### config.mk
export PLATFORM = sky130hd
export DESIGN_NAME = freq_meter
export DESIGN_NICKNAME = d
export VERILOG_FILES = /design/src/rtl/freq_meter_pkg.sv /design/src/rtl/sync_edge_det.sv /design/src/rtl/freq_meter.sv
export SDC_FILE = /design/constraint.sdc
export NUM_CORES = 1
export LEC_CHECK = 0
export CAP_MARGIN = 10
export CORE_UTILIZATION = 35
export CTS_CLUSTER_SIZE = 16
export DETAILED_ROUTE_END_ITERATION = 6
export MAX_ROUTING_LAYER = met4
export PLACE_DENSITY_LB_ADDON = 0.12
export SETUP_SLACK_MARGIN = 0.15
export SLEW_MARGIN = 25
export SYNTH_ARGS = -nofsm -noshare
export SYNTH_HDL_FRONTEND = slang
export SYNTH_SLANG_ARGS = --single-unit
### constraint.sdc
create_clock -name clk -period 3.4 [get_ports clk]
set_clock_uncertainty 0.2 [all_clocks]
set_input_delay 0.34 -clock clk [delete_from_list [all_inputs] [get_ports clk]]
set_output_delay 0.34 -clock clk [all_outputs]
set_load 0.1 [all_outputs]
### src/rtl/freq_meter_pkg.sv
// Shared constants and types for the frequency meter and its gate-tick source.
package freq_meter_pkg;

    // Defaults shared with the tick generator configuration.
    localparam int unsigned CNT_W_DEF        = 28;
    localparam int unsigned SYNC_STAGES_DEF  = 2;
    localparam int unsigned GATE_TIMEOUT_DEF = 110000000;

    // Measurement FSM states.
    typedef enum logic [1:0] {
        ST_IDLE  = 2'd0,
        ST_ARM   = 2'd1,
        ST_COUNT = 2'd2
    } state_t;

endpackage

### src/rtl/sync_edge_det.sv
// Synchroniser for an asynchronous input followed by a rising-edge pulse
// generator. Output pulse is one clk wide, STAGES+1 cycles after the input rises.
module sync_edge_det #(
    parameter int unsigned STAGES = 2
) (
    input  logic clk,
    input  logic rst_n,
    input  logic async_i,
    output logic rise_o
);

    logic [STAGES-1:0] sync_q;
    logic              prev_q;

    // Synchroniser shift chain plus one delayed copy for edge detection.
    always_ff @(posedge clk or negedge rst_n) begin
        if (!rst_n) begin
            sync_q <= '0;
            prev_q <= 1'b0;
        end else begin
            // NOTE: non-blocking so every stage captures its neighbour's old value, forming a real chain.
            sync_q <= {sync_q[STAGES-2:0], async_i};
            prev_q <= sync_q[STAGES-1];
        end
    end

    assign rise_o = sync_q[STAGES-1] & ~prev_q;

endmodule

### src/rtl/freq_meter.sv
// Gate-tick frequency meter: counts synchronised rising edges of sig_in between
// consecutive gate ticks and publishes the count (Hz for a 1 s gate).
module freq_meter
    import freq_meter_pkg::*;
#(
    parameter int unsigned CNT_W        = CNT_W_DEF,
    parameter int unsigned SYNC_STAGES  = SYNC_STAGES_DEF,
    parameter int unsigned GATE_TIMEOUT = GATE_TIMEOUT_DEF
) (
    input  logic             clk,
    input  logic             rst_n,
    input  logic             en,
    input  logic             gate_tick,
    input  logic             sig_in,
    output logic [CNT_W-1:0] freq,
    output logic             freq_valid,
    output logic             freq_ovf,
    output logic             gate_err,
    output logic             busy
);

    localparam int unsigned     WD_W    = $clog2(GATE_TIMEOUT + 1);
    // Watchdog value seen on the cycle whose edge completes GATE_TIMEOUT cycles.
    localparam logic [WD_W-1:0] WD_LAST = WD_W'(GATE_TIMEOUT - 1);

    state_t           state_q, state_d;
    logic [CNT_W-1:0] cnt_q, cnt_d;
    logic             ovf_q, ovf_d;
    logic [WD_W-1:0]  wdog_q, wdog_d;
    logic [CNT_W-1:0] freq_q, freq_d;
    logic             freq_ovf_q, freq_ovf_d;
    logic             freq_valid_q, freq_valid_d;
    logic             gate_err_q, gate_err_d;
    logic             busy_q;

    logic             sig_rise;
    logic             cnt_full;
    logic [CNT_W-1:0] cnt_inc;
    logic             ovf_inc;
    logic             timeout;

    sync_edge_det #(
        .STAGES (SYNC_STAGES)
    ) u_sync_edge_det (
        .clk     (clk),
        .rst_n   (rst_n),
        .async_i (sig_in),
        .rise_o  (sig_rise)
    );

    // Saturating edge count including the current cycle's edge; an edge that
    // arrives while the counter is already all-ones is lost and flags overflow.
    assign cnt_full = &cnt_q;
    assign cnt_inc  = (sig_rise && !cnt_full) ? cnt_q + CNT_W'(1) : cnt_q;
    assign ovf_inc  = ovf_q | (sig_rise & cnt_full);
    assign timeout  = (wdog_q == WD_LAST);

    // Next-state logic: en has priority, then gate tick, then watchdog expiry.
    always_comb begin
        // NOTE: every next-state signal gets a default first so no latch is inferred.
        state_d      = state_q;
        cnt_d        = cnt_q;
        ovf_d        = ovf_q;
        wdog_d       = wdog_q;
        freq_d       = freq_q;
        freq_ovf_d   = freq_ovf_q;
        freq_valid_d = 1'b0;
        gate_err_d   = gate_err_q;

        if (!en) begin
            state_d    = ST_IDLE;
            cnt_d      = '0;
            ovf_d      = 1'b0;
            wdog_d     = '0;
            gate_err_d = 1'b0;
        end else begin
            case (state_q)
                ST_IDLE: begin
                    state_d = ST_ARM;
                    cnt_d   = '0;
                    ovf_d   = 1'b0;
                    wdog_d  = '0;
                end
                ST_ARM: begin
                    if (gate_tick) begin
                        state_d = ST_COUNT;
                        cnt_d   = '0;
                        ovf_d   = 1'b0;
                        wdog_d  = '0;
                    end else if (timeout) begin
                        gate_err_d = 1'b1;
                        wdog_d     = '0;
                    end else begin
                        wdog_d = wdog_q + WD_W'(1);
                    end
                end
                ST_COUNT: begin
                    if (gate_tick) begin
                        // A coincident edge belongs to the window being closed.
                        freq_d       = cnt_inc;
                        freq_ovf_d   = ovf_inc;
                        freq_valid_d = 1'b1;
                        cnt_d        = '0;
                        ovf_d        = 1'b0;
                        wdog_d       = '0;
                    end else if (timeout) begin
                        gate_err_d = 1'b1;
                        state_d    = ST_ARM;
                        cnt_d      = '0;
                        ovf_d      = 1'b0;
                        wdog_d     = '0;
                    end else begin
                        cnt_d  = cnt_inc;
                        ovf_d  = ovf_inc;
                        wdog_d = wdog_q + WD_W'(1);
                    end
                end
                default: begin
                    state_d = ST_IDLE;
                    cnt_d   = '0;
                    ovf_d   = 1'b0;
                    wdog_d  = '0;
                end
            endcase
        end
    end

    // State, counters and published result registers.
    always_ff @(posedge clk or negedge rst_n) begin
        if (!rst_n) begin
            state_q      <= ST_IDLE;
            cnt_q        <= '0;
            ovf_q        <= 1'b0;
            wdog_q       <= '0;
            freq_q       <= '0;
            freq_ovf_q   <= 1'b0;
            freq_valid_q <= 1'b0;
            gate_err_q   <= 1'b0;
            busy_q       <= 1'b0;
        end else begin
            state_q      <= state_d;
            cnt_q        <= cnt_d;
            ovf_q        <= ovf_d;
            wdog_q       <= wdog_d;
            freq_q       <= freq_d;
            freq_ovf_q   <= freq_ovf_d;
            freq_valid_q <= freq_valid_d;
            gate_err_q   <= gate_err_d;
            busy_q       <= (state_d != ST_IDLE);
        end
    end

    assign freq       = freq_q;
    assign freq_valid = freq_valid_q;
    assign freq_ovf   = freq_ovf_q;
    assign gate_err   = gate_err_q;
    assign busy       = busy_q;

endmodule
==> metrics <==
Clock Path Buffers 2; total gr overflow 0; RSZ-0062 raised after global routing false; Max Cap Violations 0; worst relative slew slack 0.339; Max FO, Critical Path 11; final count of pins violating max slew 0; power density cells 411 nW/um^2; largest area contributor in the netlist dfrtp_1; CP max stage cell or4_1; routed wire length 11,200 um; Fillers roughly 1,400; final setup TNS 0 ns; core box area 13,900 um^2; Worst IR Drop VDD around 0.00025 V; Area growth syn-to-layout 17.0%; Tot Pwr 2.39 mW; RR Startpoint cnt_q[0]; vias in the first global route 3,713; row cnt 43; Root Buffer clkbuf_16; flop-to-flop setup slack 0.59 ns; reg2reg path depth 6; routability cong. 0.864; Worst EP arrival 2.82 ns; min-delay worst type reg -> reg; Post-synth ARST share 1.00; vias per inst 5.22; # DRC 0; worst-path cell chain ha_1 > nand4_1 > or4_1 > o211ai_1 > xor2_1 > o21ai_0; port bufs 36; utilization after layout 0.419; Post-synth EDFFs 0; post-synth top area share 0.468; fin cells about 730; Die ar. 14,700 um^2; register area ~2300 um^2; Detail Route Antenna Nets 0; #FFs+latches synth 93; Die Ht 121 um; CTS sink cnt 93; post_cts resized 0; Synth Cell Area between 4000 and 5000 um^2; Least-Margin Pin Slew 0.989 ns; die width between 100 and 150 um; CTS tree done; Detailed Place HPWL 7670 um; Setup WS pre-CTS 0.599 ns; WHS Endpoint u_sync_edge_det.sync_q[1]; sequential-to-total area share from yosys stat 0.468; final hold slack approximately 0.16 ns; routed wire length per instance 15.4 um; final instance area 5820 um^2; Worst setup SP type flip-flop; Starting Density 0.358; yosys warns 0; worst setup margin 0.592 ns; H-Tree Depth 3; # setup viols final 0; Most used DFF post-synth dfrtp_1; number of antenna diodes 0; crit path launch cnt_q[0]; Placed Area roughly 5500 um^2; Tcrit/Tclk final 0.826; Net Count, Synth 527; Hold Fails Final Rpt 0; I/O pin cnt 37; top sig layer met4; Initial DRT Pass Iterations 4; clk slew on worst S/H paths 0.06 ns; fmax 356 MHz; nets 558; dpl cells 715; cell count of the worst hold path 0; met2 routed wirelength 5070 um; reg2reg end freq[9]; GRT Overall Usage 0.173; footprint of the multi-input gates 2460 um^2; status complete, no violations; leak pwr 2.21 nW; Met1 Routed Length between 5000 and 6000 um; Setup CP Type reg -> reg; Syn Area/Cell a little under 10 um^2; initial DRC count 163; CP max stage delay around 0.85 ns; HP Start u_sync_edge_det.sync_q[0]; largest net degree at the start of global routing 55; WL met3 418 um; fin crit period 2.81 ns; largest cells by area after synthesis dfrtp_1 (47%), xnor2_1 (6.9%), o21ai_0 (3.7%); fraction of layout instances using a drive strength above 1 0.0944; Crit. End Element flip-flop; global-route wire length before repair 19,100 um; Synth Instances 516; routed vias around 3,800; Clk Latency, worst-skew pair 0.35 ns; Req. time, crit path 3.42 ns; initial antenna violation count 0; CTS buffer count 9; synth unique cells 59
## critical path, delay by kind of cell (launching register included)
kind / cells / cell delay [ns]
flip-flops: 1 / 0.44
XOR/XNOR: 1 / 0.24
adder cells (fa/ha/maj): 1 / 0.24
AND/OR/NAND/NOR: 2 / 1.10
AO/OA/AOI/OAI: 2 / 0.45
## cells by family (layout without fill, tap and decap cells)
| family | after synthesis | after routing | share of synthesized area |
|---|---|---|---|
| flip-flops | 93 | 93 | 0.468 |
| XOR/XNOR | 51 | 51 | 0.0899 |
| multiplexers | 2 | 2 | 0.00403 |
| adder cells (fa/ha/maj) | 6 | 6 | 0.0151 |
| AND/OR/NAND/NOR | 204 | 204 | 0.238 |
| buffers and inverters | 43 | 78 | 0.0388 |
| AO/OA/AOI/OAI | 117 | 117 | 0.146 |
## state kept, by name (all words and copies together), names as in the netlist
name	flops
busy	1
cnt_q	28
freq	28
freq_ovf	1
freq_valid	1
gate_err	1
ovf_q	1
state_q	2
u_sync_edge_det.prev_q	1
u_sync_edge_det.sync_q	2
wdog_q	27
## power breakdown
group          switching [mW]  internal, mW
Sequential             0.0143          1.12
Clock                   0.427         0.604
Combinational           0.165        0.0573
## synth_stat cells (all sizes together) (5+ instances only)
| library cell | n |
|---|---|
| nor2 | 39 |
| xor2 | 12 |
| buf | 10 |
| o21ai | 45 |
| nand3 | 19 |
| and4 | 8 |
| nand2 | 48 |
| and3 | 5 |
| nand4 | 17 |
| clkbuf | 18 |
| a21oi | 31 |
| a31oi | 13 |
| nand2b | 7 |
| ha | 6 |
| nor4 | 12 |
| inv | 15 |
| and2 | 5 |
| o21bai | 6 |
| xnor2 | 39 |
| dfrtp | 93 |
| nor3 | 17 |
## layer usage
metal	vias up	global-route usage
met5	-	-
met4	0	0.0463
met3	10	0.0479
met2	55	0.257
met1	1855	0.231
li1	1894	-
## cell type report
| class | instances | area share |
|---|---|---|
| multi-input combinational | 380 | 0.422 |
| sequential | 93 | 0.400 |
| timing repair buffer | 48 | 0.0775 |
| clock buffer | 11 | 0.0435 |
| tap | 180 | 0.0387 |
| inverter | 15 | 0.00968 |
| clock inverter | 4 | 0.00818 |
## how the worst max path moves through the flow
stage,end,depth (start not counted)
final,freq[9],6
after global routing,cnt_q[4],6
after CTS,freq[9],6
after detailed placement,freq[9],6
after global placement,freq[9],6
after floorplan,cnt_q[17],7
## layout by cell type, fill, tap and decap left out, types with 8 or more instances in the layout
master and count:
a21oi_1 31, and4_1 8, clkbuf_16 9, nor3_1 16, xor2_1 12, a31oi_1 13, nand3_1 17, o21ai_0 37
nand4_1 15, nand2_1 48, buf_4 12, inv_1 15, xnor2_1 39, dfrtp_1 93, nor2_1 39, clkdlybuf4s50_1 35
## timing repair
item / CTS / global route
setup buffers: 0 / 0
hold buffers: 1 / 0
endpoints found under the hold margin: 52 / 0
Note: power is estimated with default switching activity, not from simulation.
